`config.mk`:
```
export PLATFORM = sky130hd
export DESIGN_NAME = udp_sweep_controller
export DESIGN_NICKNAME = d
export VERILOG_FILES = /design/src/rtl/udp_sweep_controller.sv
export SDC_FILE = /design/constraint.sdc
export NUM_CORES = 1
export LEC_CHECK = 0
export CORE_UTILIZATION = 51
export CTS_CLUSTER_DIAMETER = 60
export DETAILED_ROUTE_END_ITERATION = 10
export PLACE_DENSITY = 0.89
export SYNTH_ARGS = -nofsm -noshare
export SYNTH_HDL_FRONTEND = slang
export SYNTH_SLANG_ARGS = --single-unit
export TNS_END_PERCENT = 5
```
`constraint.sdc`:
```
create_clock -name clock -period 3.04 [get_ports clock]
set_clock_uncertainty 0.05 [all_clocks]
set_input_delay 0.456 -clock clock [delete_from_list [all_inputs] [get_ports clock]]
set_output_delay 0.456 -clock clock [all_outputs]
set_load 0.03 [all_outputs]
```
`src/rtl/udp_sweep_controller.sv`:
```
// Exhaustive sweep sequencer for a 3-input UDP circuit (e = F(a,b,c), f = e & d).
// Steps {a,b,c} through minterms 0..7, samples e/f after a settle time, and scores against a truth table.
//
// state  | meaning
// IDLE   | waiting for start; circuit inputs held at zero; results held
// SETTLE | {a,b,c} = index, d = latched d_sel; waiting for the circuit to settle
// SAMPLE | capture e/f for the current minterm and score it
// DONE   | one-cycle done pulse; pass reflects the final mismatch count

module udp_sweep_controller #(
  parameter int SETTLE_CYCLES = 1
) (
  input  logic       clock,
  input  logic       reset_b,
  input  logic       start,
  input  logic       d_sel,
  input  logic [7:0] expected_e,
  input  logic       e_in,
  input  logic       f_in,
  output logic       a,
  output logic       b,
  output logic       c,
  output logic       d,
  output logic       busy,
  output logic       done,
  output logic [7:0] e_map,
  output logic [7:0] f_map,
  output logic [3:0] mismatch_cnt,
  output logic       pass
);

  typedef enum logic [1:0] {
    IDLE   = 2'd0,
    SETTLE = 2'd1,
    SAMPLE = 2'd2,
    DONE   = 2'd3
  } state_t;

  // Settle timer counts down from SETTLE_CYCLES-1; terminal count is zero.
  localparam logic [3:0] SETTLE_LOAD = 4'(SETTLE_CYCLES - 1);

  state_t     state, state_next;
  logic [2:0] idx;
  logic [3:0] cnt;
  logic       d_lat;
  logic [7:0] exp_lat;
  logic       active;
  logic       exp_e_bit;
  logic       exp_f_bit;
  logic       miss;
  logic [3:0] mismatch_next;

  always_comb begin
    state_next = state;
    case (state)
      IDLE:    if (start) state_next = SETTLE;
      SETTLE:  if (cnt == 4'd0) state_next = SAMPLE;
      SAMPLE:  state_next = (idx == 3'd7) ? DONE : SETTLE;
      DONE:    state_next = IDLE;
      default: state_next = IDLE;
    endcase
  end

  always_comb begin
    active        = (state == SETTLE) || (state == SAMPLE);
    a             = active & idx[2];
    b             = active & idx[1];
    c             = active & idx[0];
    d             = active & d_lat;
    busy          = active;
    done          = (state == DONE);
    exp_e_bit     = exp_lat[idx];
    exp_f_bit     = exp_e_bit & d_lat;
    miss          = (e_in != exp_e_bit) || (f_in != exp_f_bit);
    mismatch_next = mismatch_cnt + {3'b000, miss};
  end

  always_ff @(posedge clock or negedge reset_b) begin
    if (!reset_b) begin
      state        <= IDLE;
      idx          <= 3'd0;
      cnt          <= 4'd0;
      d_lat        <= 1'b0;
      exp_lat      <= 8'h00;
      e_map        <= 8'h00;
      f_map        <= 8'h00;
      mismatch_cnt <= 4'd0;
      pass         <= 1'b0;
    end else begin
      state <= state_next;
      case (state)
        IDLE: begin
          if (start) begin
            d_lat        <= d_sel;
            exp_lat      <= expected_e;
            e_map        <= 8'h00;
            f_map        <= 8'h00;
            mismatch_cnt <= 4'd0;
            pass         <= 1'b0;
            idx          <= 3'd0;
            cnt          <= SETTLE_LOAD;
          end
        end
        SETTLE: begin
          if (cnt != 4'd0) cnt <= cnt - 4'd1;
        end
        SAMPLE: begin
          e_map[idx]   <= e_in;
          f_map[idx]   <= f_in;
          mismatch_cnt <= mismatch_next;
          cnt          <= SETTLE_LOAD;
          // pass is resolved here so it already includes minterm 7 while done is high
          if (idx == 3'd7) pass <= (mismatch_next == 4'd0);
          else             idx  <= idx + 3'd1;
        end
        DONE: begin
          idx <= 3'd0;
        end
        default: ;
      endcase
    end
  end

endmodule

```
==> reports/results.ini <==
[outcome]
outcome=finished clean

[yosys]
postSynthRegisterBits=39
yosysWarnings=0
netlist_instances=188
avgSynthCellArea_sq_um=11.3
netlist-cell-type-count=39
synthSimpleGateAreaFrac_pct=12.9
synth_xor_area_share_pct=0.827
syn-cell-area_sq_um=2120
combinational_family_with_the_most_area_after_synthesis=compound AO/OA/AOI/OAI gates
compound_cell_area_share_of_the_yosys_netlist_pct=15.7
muxShareOfSynthArea_pct=15.3
synth_sequential_area_ratio_pct=46.1
synthesis.nets=211
arithmetic_cell_share_of_the_synthesized_area_counting_full_adders_half_adders_and_majority_gates_pct=5.32

[job]
drv_cap=0

[min_path]
timing.hold.worst.class=in -> async

[place]
place.gp.congestion=0.747
portBuffers=40
placedCellCount=271
hpwl_microns=3000

[timing]
max_clock_freq_mhz=402
final.setup.tns_ps=0
post-route-period-util_pct=81.9
final_period_minus_worst_setup_slack_ps=2490
worst-slew-pin-transition_ps=858
final_hold_viol_count=0
setup-violations-final=0
final-max-slew-violation-count=0
setup_repair_after_global_routing_missed_its_margin=false
timing.max_slew.rel_slack_pct=42.8

[routing]
finalWirelength_microns=4450
total_via_count_after_detailed_routing=1620
top_signal_layer_used=met4
wl_met1_microns=2050
routed_wire_per_std_cell_microns=15.9
routed_via_density=5.81
detailedRoute.firstIterationViolations=106
drt_pass1_iterations=4
route.detailed.drc=0
met3RoutedLength_microns=189
met2RoutedLength_microns=2180
detail-route-antenna-nets=0

[global_route]
antenna_found_initial=0
pin_count_of_the_biggest_net_entering_global_routing=40
grt_pass1_wl_microns=7380
grt_pass1_vias=1616
global_route.usage.total_pct=22.4
globalRouteOverflowTotal=0

[die]
std_cell_rows=23
die_width_microns=66.4
io_pins=41
die-area_sq_um=4410
die_height_microns=66.4
coreArea_sq_um=4000
initial_core_util_pct=52.9

[worst_setup_path]
timing.critical_path.buf_inv=1
critPathLaunchType=primary input
total_number_of_cells_along_the_worst_setup_path=9
crit_fanout=4
critical-path-slowest-cell=sky130_fd_sc_hd__clkdlybuf4s50_1
timing_worst_setup_path_type=in -> reg
crit_path_end_kind=flop
worst_path_required_time_ps=3200
critical-path-top-delay-family=simple AND/OR/NAND/NOR gates
arrival_worst_endpoint_ps=2650
crit_chain=clkdlybuf4s50_1 -> or3b_2 -> a21oi_1 -> nor3_1 -> ha_1 -> ha_1 -> nor3b_1 -> nand4_1 -> o21ai_0
path_depth_of_the_worst_reg2reg_path=9
critical-path-top-cell-by-count=sky130_fd_sc_hd__ha_1
critPathMaxStageDelay_ps=520

[clock_tree]
cts_resized=0
cts_inserted_buffers=5
cts-htree-levels=2
cts_max_path_buffers=2
postCtsSetupBuffers=0
cts.reportedPaths.clkPinSlew_ps=80
cts_hold_repair.buffers=0
tritoncts=built
clock_sink_count=39
ctsRootBufferMaster=sky130_fd_sc_hd__clkbuf_8
clk_latency_ps=290

[power]
power.share.sequential_pct=33.1
combPwrFrac_pct=49.7
p_leak_nw=1.17
p_sw_mw=0.917
cellPowerDensity_nw_per_um2=853
power_switching_share_pct=40.4
power.clock.fraction_pct=17.2
worst_supply_voltage_drop_on_vdd_uv=650
cell_internal_pwr_mw=1.35

[layout]
fin_cells=279
drive_gt1_share_pct=19.7
most-common-layout-cells=39 x sky130_fd_sc_hd__dfrtp_1, 39 x sky130_fd_sc_hd__clkdlybuf4s50_1, 27 x sky130_fd_sc_hd__mux2_2
area_growth_pct=25.6
diodes=0
filler_cell_count=321
layout.nets=251

## cells in the mapped netlist
cell type	n	area [sq um]
sky130_fd_sc_hd__a211o_1	1	8.76
sky130_fd_sc_hd__a21bo_2	1	10.0
sky130_fd_sc_hd__a21o_1	1	7.51
sky130_fd_sc_hd__a21oi_1	7	35.0
sky130_fd_sc_hd__a22o_1	19	166
sky130_fd_sc_hd__a22oi_1	1	7.51
sky130_fd_sc_hd__a31oi_1	1	6.26
sky130_fd_sc_hd__a32o_1	3	30.0
sky130_fd_sc_hd__and2_0	1	6.26
sky130_fd_sc_hd__and2_1	4	25.0
sky130_fd_sc_hd__and2_4	1	8.76
sky130_fd_sc_hd__and3_1	1	6.26
sky130_fd_sc_hd__and4_1	1	8.76
sky130_fd_sc_hd__buf_2	4	20.0
sky130_fd_sc_hd__buf_6	1	11.3
sky130_fd_sc_hd__clkbuf_1	7	26.3
sky130_fd_sc_hd__dfrtp_1	39	976
sky130_fd_sc_hd__ha_1	9	113
sky130_fd_sc_hd__inv_1	6	22.5
sky130_fd_sc_hd__mux2_2	27	304
sky130_fd_sc_hd__mux2i_1	2	20.0
sky130_fd_sc_hd__nand2_1	7	26.3
sky130_fd_sc_hd__nand2b_1	2	12.5
sky130_fd_sc_hd__nand3_1	5	25.0
sky130_fd_sc_hd__nand3b_1	4	30.0
sky130_fd_sc_hd__nand4_1	1	6.26
sky130_fd_sc_hd__nor2_1	6	22.5
sky130_fd_sc_hd__nor2b_1	2	12.5
sky130_fd_sc_hd__nor3_1	3	15.0
sky130_fd_sc_hd__nor3b_1	4	30.0
sky130_fd_sc_hd__nor4_1	2	12.5
sky130_fd_sc_hd__o211ai_1	1	7.51
sky130_fd_sc_hd__o21ai_0	6	30.0
sky130_fd_sc_hd__o22ai_1	1	6.26
sky130_fd_sc_hd__o2bb2ai_1	1	8.76
sky130_fd_sc_hd__o32ai_1	1	8.76
sky130_fd_sc_hd__or3b_1	1	8.76
sky130_fd_sc_hd__or3b_2	2	17.5
sky130_fd_sc_hd__xnor2_1	2	17.5
## worst paths after layout
path                                        start                      to  slack, ps
min in group clock         exp_lat[5]$_DFFE_PN0P_  exp_lat[5]$_DFFE_PN0P_        460
min reg2reg                exp_lat[5]$_DFFE_PN0P_  exp_lat[5]$_DFFE_PN0P_        460
max reg2reg                    idx[1]$_DFFE_PN0P_        pass$_DFFE_PN0P_        590
max in group asynchronous                 reset_b       d_lat$_DFFE_PN0P_       2170
max                                          e_in        pass$_DFFE_PN0P_        550
min                                       reset_b    e_map[1]$_DFFE_PN0P_        220
## layer usage
layer / up-vias / GRT usage [%]
met2: 46 / 35.6
met3: 4 / 6.03
met4: 0 / 8.51
met1: 795 / 28.8
met5: - / 0
li1: 775 / -
## state kept, by name, indices dropped and copies added (netlist names)
signal / cells
e_map: 8
mismatch_cnt: 4
pass: 1
cnt: 4
idx: 3
f_map: 8
state: 2
d_lat: 1
exp_lat: 8
## metrics by stage
step	total power, mW	setup WS [ps]	util [%]	instance area (sq um)	hold WS, ps
6_report	2.27	552	66.5	2660	218
5_1_grt	2.41	406	66.5	2660	284
4_1_cts	2.28	566	66.5	2660	246
3_3_place_gp	1.85	329	63.9	2550	436
3_5_place_dp	1.88	244	63.9	2550	439
2_1_floorplan	1.53	771	-	2120	110
## cell type report
cell class	instances	area, sq um	share of cell area (%)
multi-input combinational	131	1060	39.9
clock inverter	1	7.51	0.282
timing repair buffer	45	433	16.3
inverter	6	22.5	0.847
tap	50	62.6	2.35
clock buffer	7	96.3	3.62
sequential	39	976	36.7
## kinds of logic after synthesis
| kind of cell | after synthesis |
|---|---|
| xor gates and xnor gates | 2 |
| and+or+nand+nor | 47 |
| adders and majority gates | 9 |
| AOI/OAI and AO/OA | 44 |
| muxes | 29 |
| DFF | 39 |
| buffers and inverters | 18 |
## power groups by stage
stage / clock [mW] / sequential [mW] / combinational (mW)
after floorplan: 0 / 0.823 / 0.710
after global placement: 0 / 0.752 / 1.10
after detailed placement: 0 / 0.757 / 1.12
after CTS: 0.398 / 0.750 / 1.13
after global routing: 0.420 / 0.768 / 1.22
final: 0.390 / 0.751 / 1.13
Note: power is estimated with default switching activity, not from simulation.
